File: src/rtl/rotate_right_32_seq_if.sv
// ----------------------------------------------------------------------------
// rotate_right_32_seq_if
//
// Purpose:
//   Request/result bundle for the multi-cycle 32-bit rotate-right unit.
//   The requester (master) drives start/a/amt and observes ready/busy/done/y.
//   The rotator (slave) does the opposite.
//
// Signals:
//   start  1   request, sampled on a rising edge only while ready=1
//   a      32  operand, captured on the accept edge
//   amt    5   rotate-right amount 0..31, captured on the accept edge
//   ready  1   unit is idle and can accept start
//   busy   1   unit is rotating or presenting its result (always ~ready)
//   done   1   one-cycle pulse, y is valid
//   y      32  result register, holds until the next accept
// ----------------------------------------------------------------------------
interface rotate_right_32_seq_if;
    logic        start;
    logic [31:0] a;
    logic [4:0]  amt;
    logic        ready;
    logic        busy;
    logic        done;
    logic [31:0] y;

    modport master (
        output start,
        output a,
        output amt,
        input  ready,
        input  busy,
        input  done,
        input  y
    );

    modport slave (
        input  start,
        input  a,
        input  amt,
        output ready,
        output busy,
        output done,
        output y
    );
endinterface

File: src/rtl/rotate_right_32_seq.sv
// ----------------------------------------------------------------------------
// rotate_right_32_seq
//
// Purpose:
//   Multi-cycle 32-bit rotate-right unit. The operand is captured on the
//   accept edge and rotated right one bit position per clock until the
//   5-bit amount is exhausted, then the result is flagged with a one-cycle
//   done pulse. Intended for area-constrained paths next to the
//   combinational shifters, where a full barrel stage is not justified.
//
// Ports:
//   clk    in   1   system clock, all state updates on the rising edge
//   rst_n  in   1   asynchronous active-low reset
//   bus    slave modport of rotate_right_32_seq_if:
//            start, a[31:0], amt[4:0]         (in)
//            ready, busy, done, y[31:0]        (out)
//
// Optional feature:
//   ROR_FAST_STEP_EN - when defined, the ROT state rotates by 4 positions
//   per clock while at least 4 positions remain, then by 1. Rotate cycles
//   become amt/4 + amt%4; results are identical to the base mode. When not
//   defined, the unit strictly rotates one position per clock and the
//   4-step path does not exist.
// ----------------------------------------------------------------------------
module rotate_right_32_seq (
    input  logic                        clk,
    input  logic                        rst_n,
    rotate_right_32_seq_if.slave        bus
);

    typedef enum logic [1:0] {
        S_IDLE = 2'd0,
        S_ROT  = 2'd1,
        S_DONE = 2'd2
    } state_t;

    state_t      state;
    state_t      state_next;
    logic [31:0] data;
    logic [31:0] data_next;
    logic [4:0]  cnt;
    logic [4:0]  cnt_next;

    // Single-position rotate right: bit 0 wraps into bit 31.
    function automatic logic [31:0] ror1(input logic [31:0] v);
        return {v[0], v[31:1]};
    endfunction

`ifdef ROR_FAST_STEP_EN
    // Four-position rotate right: bits 3:0 wrap into bits 31:28.
    function automatic logic [31:0] ror4(input logic [31:0] v);
        return {v[3:0], v[31:4]};
    endfunction
`endif

    // ------------------------------------------------------------------
    // State, operand and counter registers
    // ------------------------------------------------------------------
    always_ff @(posedge clk or negedge rst_n) begin
        if (!rst_n) begin
            state <= S_IDLE;
            data  <= 32'd0;
            cnt   <= 5'd0;
        end else begin
            state <= state_next;
            data  <= data_next;
            cnt   <= cnt_next;
        end
    end

    // ------------------------------------------------------------------
    // Next-state, datapath and counter logic
    // ------------------------------------------------------------------
    always_comb begin
        state_next = state;
        data_next  = data;
        cnt_next   = cnt;

        unique case (state)
            S_IDLE: begin
                if (bus.start) begin
                    data_next = bus.a;
                    cnt_next  = bus.amt;
                    // A zero amount has nothing to rotate; going straight
                    // to DONE also keeps the counter from ever wrapping.
                    state_next = (bus.amt != 5'd0) ? S_ROT : S_DONE;
                end
            end

            S_ROT: begin
`ifdef ROR_FAST_STEP_EN
                if (cnt >= 5'd4) begin
                    data_next = ror4(data);
                    cnt_next  = cnt - 5'd4;
                end else begin
                    data_next = ror1(data);
                    cnt_next  = cnt - 5'd1;
                end
                if (cnt_next == 5'd0) begin
                    state_next = S_DONE;
                end
`else
                data_next = ror1(data);
                cnt_next  = cnt - 5'd1;
                // Exit on the last step so cnt lands on 0, never below.
                if (cnt == 5'd1) begin
                    state_next = S_DONE;
                end
`endif
            end

            S_DONE: begin
                // start is ignored here; it is only sampled back in IDLE.
                state_next = S_IDLE;
            end

            default: begin
                state_next = S_IDLE;
            end
        endcase
    end

    // ------------------------------------------------------------------
    // Outputs, decoded from registered state only
    // ------------------------------------------------------------------
    always_comb begin
        bus.ready = (state == S_IDLE);
        bus.busy  = (state != S_IDLE);
        bus.done  = (state == S_DONE);
        bus.y     = data;
    end

endmodule

File: src/flat_wrapper.sv
// flat-port wrapper written by rule: the top's interface ports become plain ports
module rotate_right_32_seq_flat 
  (clk, rst_n, bus_start, bus_a, bus_amt, bus_ready, bus_busy, bus_done, bus_y);
  rotate_right_32_seq_if bus_i ();
  input  logic clk;
  input  logic rst_n;
  input wire logic [$bits(bus_i.start)-1:0] bus_start;
  input wire logic [$bits(bus_i.a)-1:0] bus_a;
  input wire logic [$bits(bus_i.amt)-1:0] bus_amt;
  output wire logic [$bits(bus_i.ready)-1:0] bus_ready;
  output wire logic [$bits(bus_i.busy)-1:0] bus_busy;
  output wire logic [$bits(bus_i.done)-1:0] bus_done;
  output wire logic [$bits(bus_i.y)-1:0] bus_y;
  assign bus_i.start = bus_start;
  assign bus_i.a = bus_a;
  assign bus_i.amt = bus_amt;
  assign bus_ready = bus_i.ready;
  assign bus_busy = bus_i.busy;
  assign bus_done = bus_i.done;
  assign bus_y = bus_i.y;
  rotate_right_32_seq u_core (.clk(clk), .rst_n(rst_n), .bus(bus_i));
endmodule
File: config.mk
export PLATFORM = sky130hd
export DESIGN_NAME = rotate_right_32_seq_flat
export DESIGN_NICKNAME = d
export VERILOG_FILES = /design/src/rtl/rotate_right_32_seq_if.sv /design/src/rtl/rotate_right_32_seq.sv /design/src/flat_wrapper.sv
export SDC_FILE = /design/constraint.sdc
export NUM_CORES = 1
export LEC_CHECK = 0
export BUFFER_PORTS_ARGS = -buffer_cell sky130_fd_sc_hd__buf_2
export CORE_UTILIZATION = 48
export CTS_CLUSTER_SIZE = 10
export DETAILED_ROUTE_END_ITERATION = 12
export PLACE_DENSITY = 0.82
export SYNTH_ARGS = -nofsm -noshare
export SYNTH_HDL_FRONTEND = slang
export SYNTH_SLANG_ARGS = --single-unit
File: constraint.sdc
create_clock -name clk -period 1.9 [get_ports clk]
set_input_delay 0.19 -clock clk [delete_from_list [all_inputs] [get_ports clk]]
set_output_delay 0.19 -clock clk [all_outputs]
set_load 0.005 [all_outputs]
==> results.py, run 1 <==
metrics = {
    "worst_setup_path": {
        "crit_slowest_cell": "dfrtp_1",
        "r2r_slack_ps": 460,
        "ff2ff_path_depth": 5,
        "worstPathMaxFanout": 21,
        "worstPathCellList": "buf_4 > nor2_1 > inv_1 > buf_2",
        "endpoint_kind": "output pin",
        "max_stage_delay_ps": 390,
        "r2r_start": "u_core.cnt[0]",
        "arrival_ps": 1310,
        "timing.rr.end": "u_core.cnt[4]",
        "required_ps": 1710,
        "worstSetupPathType": "reg2out",
        "worstSetupStartpointType": "flop",
    },
    "cells_and_area": {
        "final_area_sq_mm": 0.00244,
        "final_common_cell": "buf_2",
        "mostFrequentLayoutCells": "buf_2 (74), dfrtp_1 (39), a21oi_1 (33)",
        "n_fill_cell": 303,
        "fin_util": 0.648,
        "layout.nets": 308,
        "drive_gt1_frac": 0.345,
        "diodes": 0,
        "area_growth_pct": 25.0,
    },
    "clock_tree": {
        "cts-root-buf": "clkbuf_8",
        "cts.sink_count": 39,
        "cts_buffers": 5,
        "insertion_delay_ps": 280,
        "postCtsHoldBufs": 1,
        "post-cts-setup-buffers": 0,
        "cts_buffer_depth": 2,
        "clk_pin_slew_worst_paths_ps": 70,
        "htreeDepth": 2,
        "post_cts_resize_count": 0,
        "cts_tree": "done",
    },
    "place": {
        "dpl_cell_area_sq_mm": 0.00233,
        "port_buffers": 74,
        "dp_hpwl_um": 2860,
        "gp_congestion": 0.838,
    },
    "power_and_ir_drop": {
        "p_leak_nw": 1.21,
        "power_frac_comb": 0.449,
        "seqPwrFrac": 0.398,
        "clockPowerShare": 0.153,
        "swShare": 0.386,
        "p_per_area_mw_per_mm2": 1600,
        "power.switching_w": 0.00151,
        "power.internal_w": 0.00240,
        "peakVddDrop_mv": 0.681,
    },
    "sta": {
        "setup_viol": 0,
        "hold_violations": 0,
        "min_period_ps": 1500,
        "fin_skew_ps": 4.44,
        "fin_setup_tns_ps": 0,
        "period_share": 0.790,
        "max_freq_ghz": 0.666,
        "drv_slew": 0,
        "worstMarginPinSlew_ps": 535,
        "slew_headroom": 0.643,
        "rsz0062_at_grt": "false",
    },
    "routing": {
        "totalWireLength_um": 3900,
        "wire_per_inst_um": 12.4,
        "via_count": 1630,
        "drt_iter0_drc": 65,
        "ant_nets": 0,
        "drc": 0,
        "routed_via_density": 5.17,
        "drt-pass1-iter-count": 4,
    },
    "min_path": {
        "worstHoldStart": "bus_a[1]",
        "min_to": "u_core.bus.y[1]",
        "hold_class": "in2reg",
        "holdPathStages": 3,
    },
    "grt": {
        "track_usage": 0.199,
        "grt_remaining_overflow": 0,
        "grt_pass1_vias": 1499,
        "grt_pass1_wl_um": 6590,
        "antenna_found_initial": 0,
        "grt_max_degree": 55,
    },
    "yosys": {
        "syn_area_per_cell_sq_um": 10.2,
        "netlist_instances": 191,
        "ys_warn_count": 0,
        "netlist_area_sq_mm": 0.00195,
        "syn-num-nets": 233,
        "ys_seq_elements": 39,
        "ys_types": 31,
        "ys_seq_area_frac": 0.500,
    },
    "status": {
        "outcome": "completed",
    },
    "floorplan": {
        "io_pins": 75,
        "die_area_sq_mm": 0.00433,
        "die_x_um": 65.8,
        "start_util": 0.518,
        "rows": 22,
        "fp.coreArea_sq_mm": 0.00377,
        "die_y_um": 65.8,
    },
    "job": {
        "drv_cap": 0,
    },
}
==> flip-flops by register name, summed over array words and instances, names as in the netlist <==
register and cells:
u_core.bus.y 32, u_core.cnt 5, u_core.state 2
==> worst max path at each step <==
stage / start / endpoint / slack, ps / depth (start not counted)
global route: u_core.cnt[0] / u_core.cnt[4] / 330 / 5
floorplan: u_core.cnt[0] / u_core.cnt[4] / 600 / 5
finish: u_core.state[0] / bus_busy / 400 / 4
detailed placement: u_core.cnt[0] / u_core.cnt[4] / 460 / 5
CTS: u_core.state[0] / bus_busy / 400 / 4
global placement: u_core.cnt[0] / u_core.cnt[4] / 560 / 5
==> metal layers <==
layer	track usage	routed length (um)	vias up
met5	0	0	-
li1	-	-	820
met1	0.269	1810	737
met3	0.0569	343	5
met4	0.0571	44	0
met2	0.310	1700	68
==> cell families after synthesis <==
logic type,share of synthesized area
AND/OR/NAND/NOR,0.121
AO/OA/AOI/OAI,0.166
flip-flops,0.500
adder cells (fa/ha/maj),0.0128
multiplexers,0.138
buffers and inverters,0.0621
==> cells in the mapped netlist <==
library cell	n	area (sq um)
dfrtp_1	39	976
a21oi_1	33	165
nor2_1	28	105
mux2i_1	27	270
buf_2	8	40.0
nand2_1	8	30.0
a22oi_1	6	45.0
inv_1	5	18.8
o21ai_0	4	20.0
nor2b_1	3	18.8
o21ai_1	3	15.0
buf_12	2	40.0
clkbuf_1	2	7.51
ha_1	2	25.0
nand2b_1	2	12.5
o22a_1	2	17.5
o31a_1	2	17.5
or3b_1	2	17.5
a31o_2	1	8.76
a31oi_1	1	6.26
a32oi_1	1	8.76
buf_8	1	15.0
nand2b_2	1	8.76
nor3_1	1	5.00
nor3b_1	1	7.51
nor4_1	1	6.26
nor4b_1	1	8.76
nor4bb_1	1	10.0
o21bai_2	1	11.3
o311ai_0	1	8.76
or3_1	1	6.26
==> power by group through the flow <==
stage / Sequential, W / Clock, W / Combinational (W)
5_1_grt: 0.00161 / 0.000657 / 0.00202
4_1_cts: 0.00155 / 0.000621 / 0.00177
3_5_place_dp: 0.00156 / 0 / 0.00178
2_1_floorplan: 0.00156 / 0 / 0.00118
3_3_place_gp: 0.00155 / 0 / 0.00173
6_report: 0.00156 / 0.000596 / 0.00176
==> layout make-up <==
| class | count | area [sq um] | share of cell area |
|---|---|---|---|
| Sequential cell | 39 | 976 | 0.400 |
| Multi-Input combinational cell | 134 | 858 | 0.351 |
| Timing Repair Buffer | 81 | 425 | 0.174 |
| Clock buffer | 7 | 96.3 | 0.0394 |
| Tap cell | 48 | 60.1 | 0.0246 |
| Inverter | 5 | 18.8 | 0.00768 |
| Clock inverter | 1 | 7.51 | 0.00307 |
==> worst max-delay path, delay by kind of cell (launching register included) <==
kind	cells	cell delay (ps)
and+or+nand+nor	1	240
buffers and inverters	3	390
DFF	1	390
==> through the flow <==
stage / power (W) / hold slack [ps] / setup slack [ps] / std cells
6_report: 0.00391 / 174 / 399 / 315
4_1_cts: 0.00395 / 172 / 403 / 315
3_5_place_dp: 0.00334 / 202 / 462 / 306
2_1_floorplan: 0.00275 / -106 / 597 / 191
3_3_place_gp: 0.00328 / 193 / 558 / 306
5_1_grt: 0.00428 / 201 / 326 / 315
(Power assumes the default switching activity.)
==> run 2, diff against run 1 <==
- ABC_AREA: unset -> 1
- clock period: 1.9 -> 1.5 ns (I/O delays scaled with it)
==> results.py, run 2 <==
metrics = {
    "sta": {
        "setup_viol": 0,
        "drv_slew": 0,
        "hold_violations": 0,
        "max_freq_ghz": 0.701,
        "period_share": 0.951,
        "rsz0062_at_grt": "false",
        "min_period_ps": 1430,
        "fin_setup_tns_ps": 0,
        "worstMarginPinSlew_ps": 558,
        "fin_skew_ps": 3.75,
        "slew_headroom": 0.628,
        "hold_ws_ps": 96.1,
    },
    "yosys": {
        "syn_area_per_cell_sq_um": 8.90,
        "syn-num-nets": 257,
        "synthMuxAreaShare": 0,
        "synth_xor_area_frac": 0.00458,
        "synth_edf_count": 0,
        "netlist_area_sq_mm": 0.00191,
        "synth-compound-area-share": 0.137,
        "ys_warn_count": 0,
        "synth-simple-area-share": 0.243,
        "synth_top_cells_by_count": "dfrtp_1 (39), nor2_1 (39), o22ai_1 (26)",
        "synthAdderAreaFrac": 0.0131,
        "ys_types": 21,
        "yosys-top-cells-area": "dfrtp_1 (51%), o22ai_1 (8.5%), nor2_1 (7.7%), nor3_1 (5.2%), nand2_1 (4.9%)",
        "async_reset_ff_frac": 1.00,
        "netlist_instances": 215,
        "ys_seq_elements": 39,
        "synth_top_cell_by_area": "dfrtp_1",
        "synth_top_family_by_area": "simple AND/OR/NAND/NOR gates",
        "synth_ff_type": "dfrtp_1",
        "ys_seq_area_frac": 0.510,
        "yosys.area.top_type_share": 0.510,
    },
    "floorplan": {
        "rows": 22,
        "die_y_um": 65.1,
        "io_pins": 75,
        "die_area_sq_mm": 0.00424,
        "start_util": 0.511,
        "die_x_um": 65.1,
        "fp.coreArea_sq_mm": 0.00374,
    },
    "grt": {
        "global_route.usage.met1": 0.308,
        "met3_usage": 0.0365,
        "top_usage_layer": "met2",
        "grtUsageMet2": 0.375,
        "grt_max_degree": 38,
        "grt_pass1_wl_um": 7530,
        "antenna_found_initial": 0,
        "grt_remaining_overflow": 0,
        "grt_pass1_vias": 1670,
        "track_usage": 0.231,
    },
    "status": {
        "outcome": "completed",
    },
    "routing": {
        "drt_iter0_drc": 95,
        "drc": 0,
        "via_count": 1786,
        "totalWireLength_um": 4410,
        "drt-pass1-iter-count": 4,
        "ant_nets": 0,
        "wire_per_inst_um": 13.1,
        "routed_via_density": 5.30,
    },
    "worst_setup_path": {
        "required_ps": 1700,
        "max_stage_delay_ps": 430,
        "cp.buffers_inverters": 1,
        "worstSetupPathType": "reg2reg",
        "crit_slowest_cell": "dfrtp_1",
        "endpoint_kind": "flop",
        "arrival_ps": 1620,
        "worstPathMaxFanout": 31,
        "r2r_slack_ps": 70,
        "crit_family": "flip-flops",
        "worstSetupStartpointType": "flop",
        "worstPathCellList": "nand2_4 > buf_4 > o21ai_0 > a21oi_1",
    },
    "place": {
        "port_buffers": 74,
        "placed_cells": 328,
        "dp_hpwl_um": 3030,
        "gp_congestion": 0.778,
        "dpl_cell_area_sq_mm": 0.00227,
    },
    "cells_and_area": {
        "mostFrequentLayoutCells": "buf_2 (74), nor2_1 (39), dfrtp_1 (39)",
        "final_area_sq_mm": 0.00236,
        "largest_register_ff_count": 32,
        "diodes": 0,
        "drive_gt1_frac": 0.332,
        "area_growth_pct": 23.4,
        "final_common_cell": "buf_2",
        "finalNonFillerCells": 337,
        "n_fill_cell": 338,
        "seqCellArea_sq_um": 976,
        "layout.nets": 330,
        "multi_input_area_sq_um": 762,
    },
    "power_and_ir_drop": {
        "total_power_w": 0.00518,
        "peakVddDrop_mv": 1.25,
        "p_leak_nw": 1.11,
        "p_per_area_mw_per_mm2": 2200,
    },
    "clock_tree": {
        "cts-root-buf": "clkbuf_8",
        "clk_pin_slew_worst_paths_ps": 70,
        "htreeDepth": 2,
        "cts_buffer_depth": 2,
        "cts.sink_count": 39,
        "insertion_delay_ps": 290,
        "cts_buffers": 5,
        "cts_tree": "done",
    },
    "min_path": {
        "hold_class": "in2reg",
    },
    "job": {
        "drv_cap": 0,
    },
}
## run 2: cell count changes in the layout (fill, tap and decap cells not counted), moves of 3 or more
cell,delta
nand3_1,+6
o21ai_0,+3
o22ai_1,+26
nor2b_1,-3
nand2_1,+17
nor3_1,+19
a21oi_1,-26
nor2_1,+11
a22oi_1,-6
nor3_2,+6
inv_1,+6
o21ai_1,+3
mux2i_1,-27
## run 2: final timing paths
check,start,depth (start not counted),end
worst max-delay path,u_core.state[0],4,u_core.bus.y[1]
worst min-delay path,bus_a[13],3,u_core.bus.y[13]
worst max register to register,u_core.state[0],4,u_core.bus.y[1]
worst min register to register,u_core.cnt[4],2,u_core.cnt[4]
max in group asynchronous,rst_n,3,u_core.bus.y[15]
min in group asynchronous,rst_n,2,u_core.bus.y[26]
## run 2: power breakdown
group	switching (W)	total (W)	leakage, nW	internal [W]
Clock	0.000354	0.000680	0.0422	0.000326
Combinational	0.00146	0.00250	0.641	0.00104
Sequential	0.000428	0.00200	0.432	0.00158
## run 2: cell families after synthesis
group	after synthesis
simple gates	100
fa+ha+maj	2
buf+inv	27
xor+xnor	1
flops	39
compound gates	46
## run 2: final cells by class
class,count,share of cell area
timing repair buffer,80,0.182
tap,48,0.0254
clock buffer,7,0.0323
multi-input combinational,149,0.323
clock inverter,1,0.00212
inverter,13,0.0217
sequential,39,0.413
## run 2: worst register-to-register path, cell delays in order (launching register included)
cell	delay [ps]
dfrtp_1	430
nand2_4	190
buf_4	340
o21ai_0	160
a21oi_1	220
## run 2: layer usage
layer / vias up / wire length [um]
li1: 881 / -
met1: 830 / 1910
met2: 66 / 2160
met3: 9 / 251
met4: 0 / 91
met5: - / 0
## run 2: timing repair
item | CTS | global route
setup buffers | 0 | 0
setup endpoints to repair | 0 | 1
hold endpoints to repair | 24 | 0
resized for setup | 0 | 1
hold buffers | 1 | 0
## run 2: metrics by stage
| step | util | setup WS, ps |
|---|---|---|
| after floorplan | - | 382 |
| after global placement | 0.606 | 195 |
| after detailed placement | 0.606 | 138 |
| after CTS | 0.630 | 98.5 |
| after global routing | 0.631 | 3.26 |
| final | 0.631 | 73.3 |
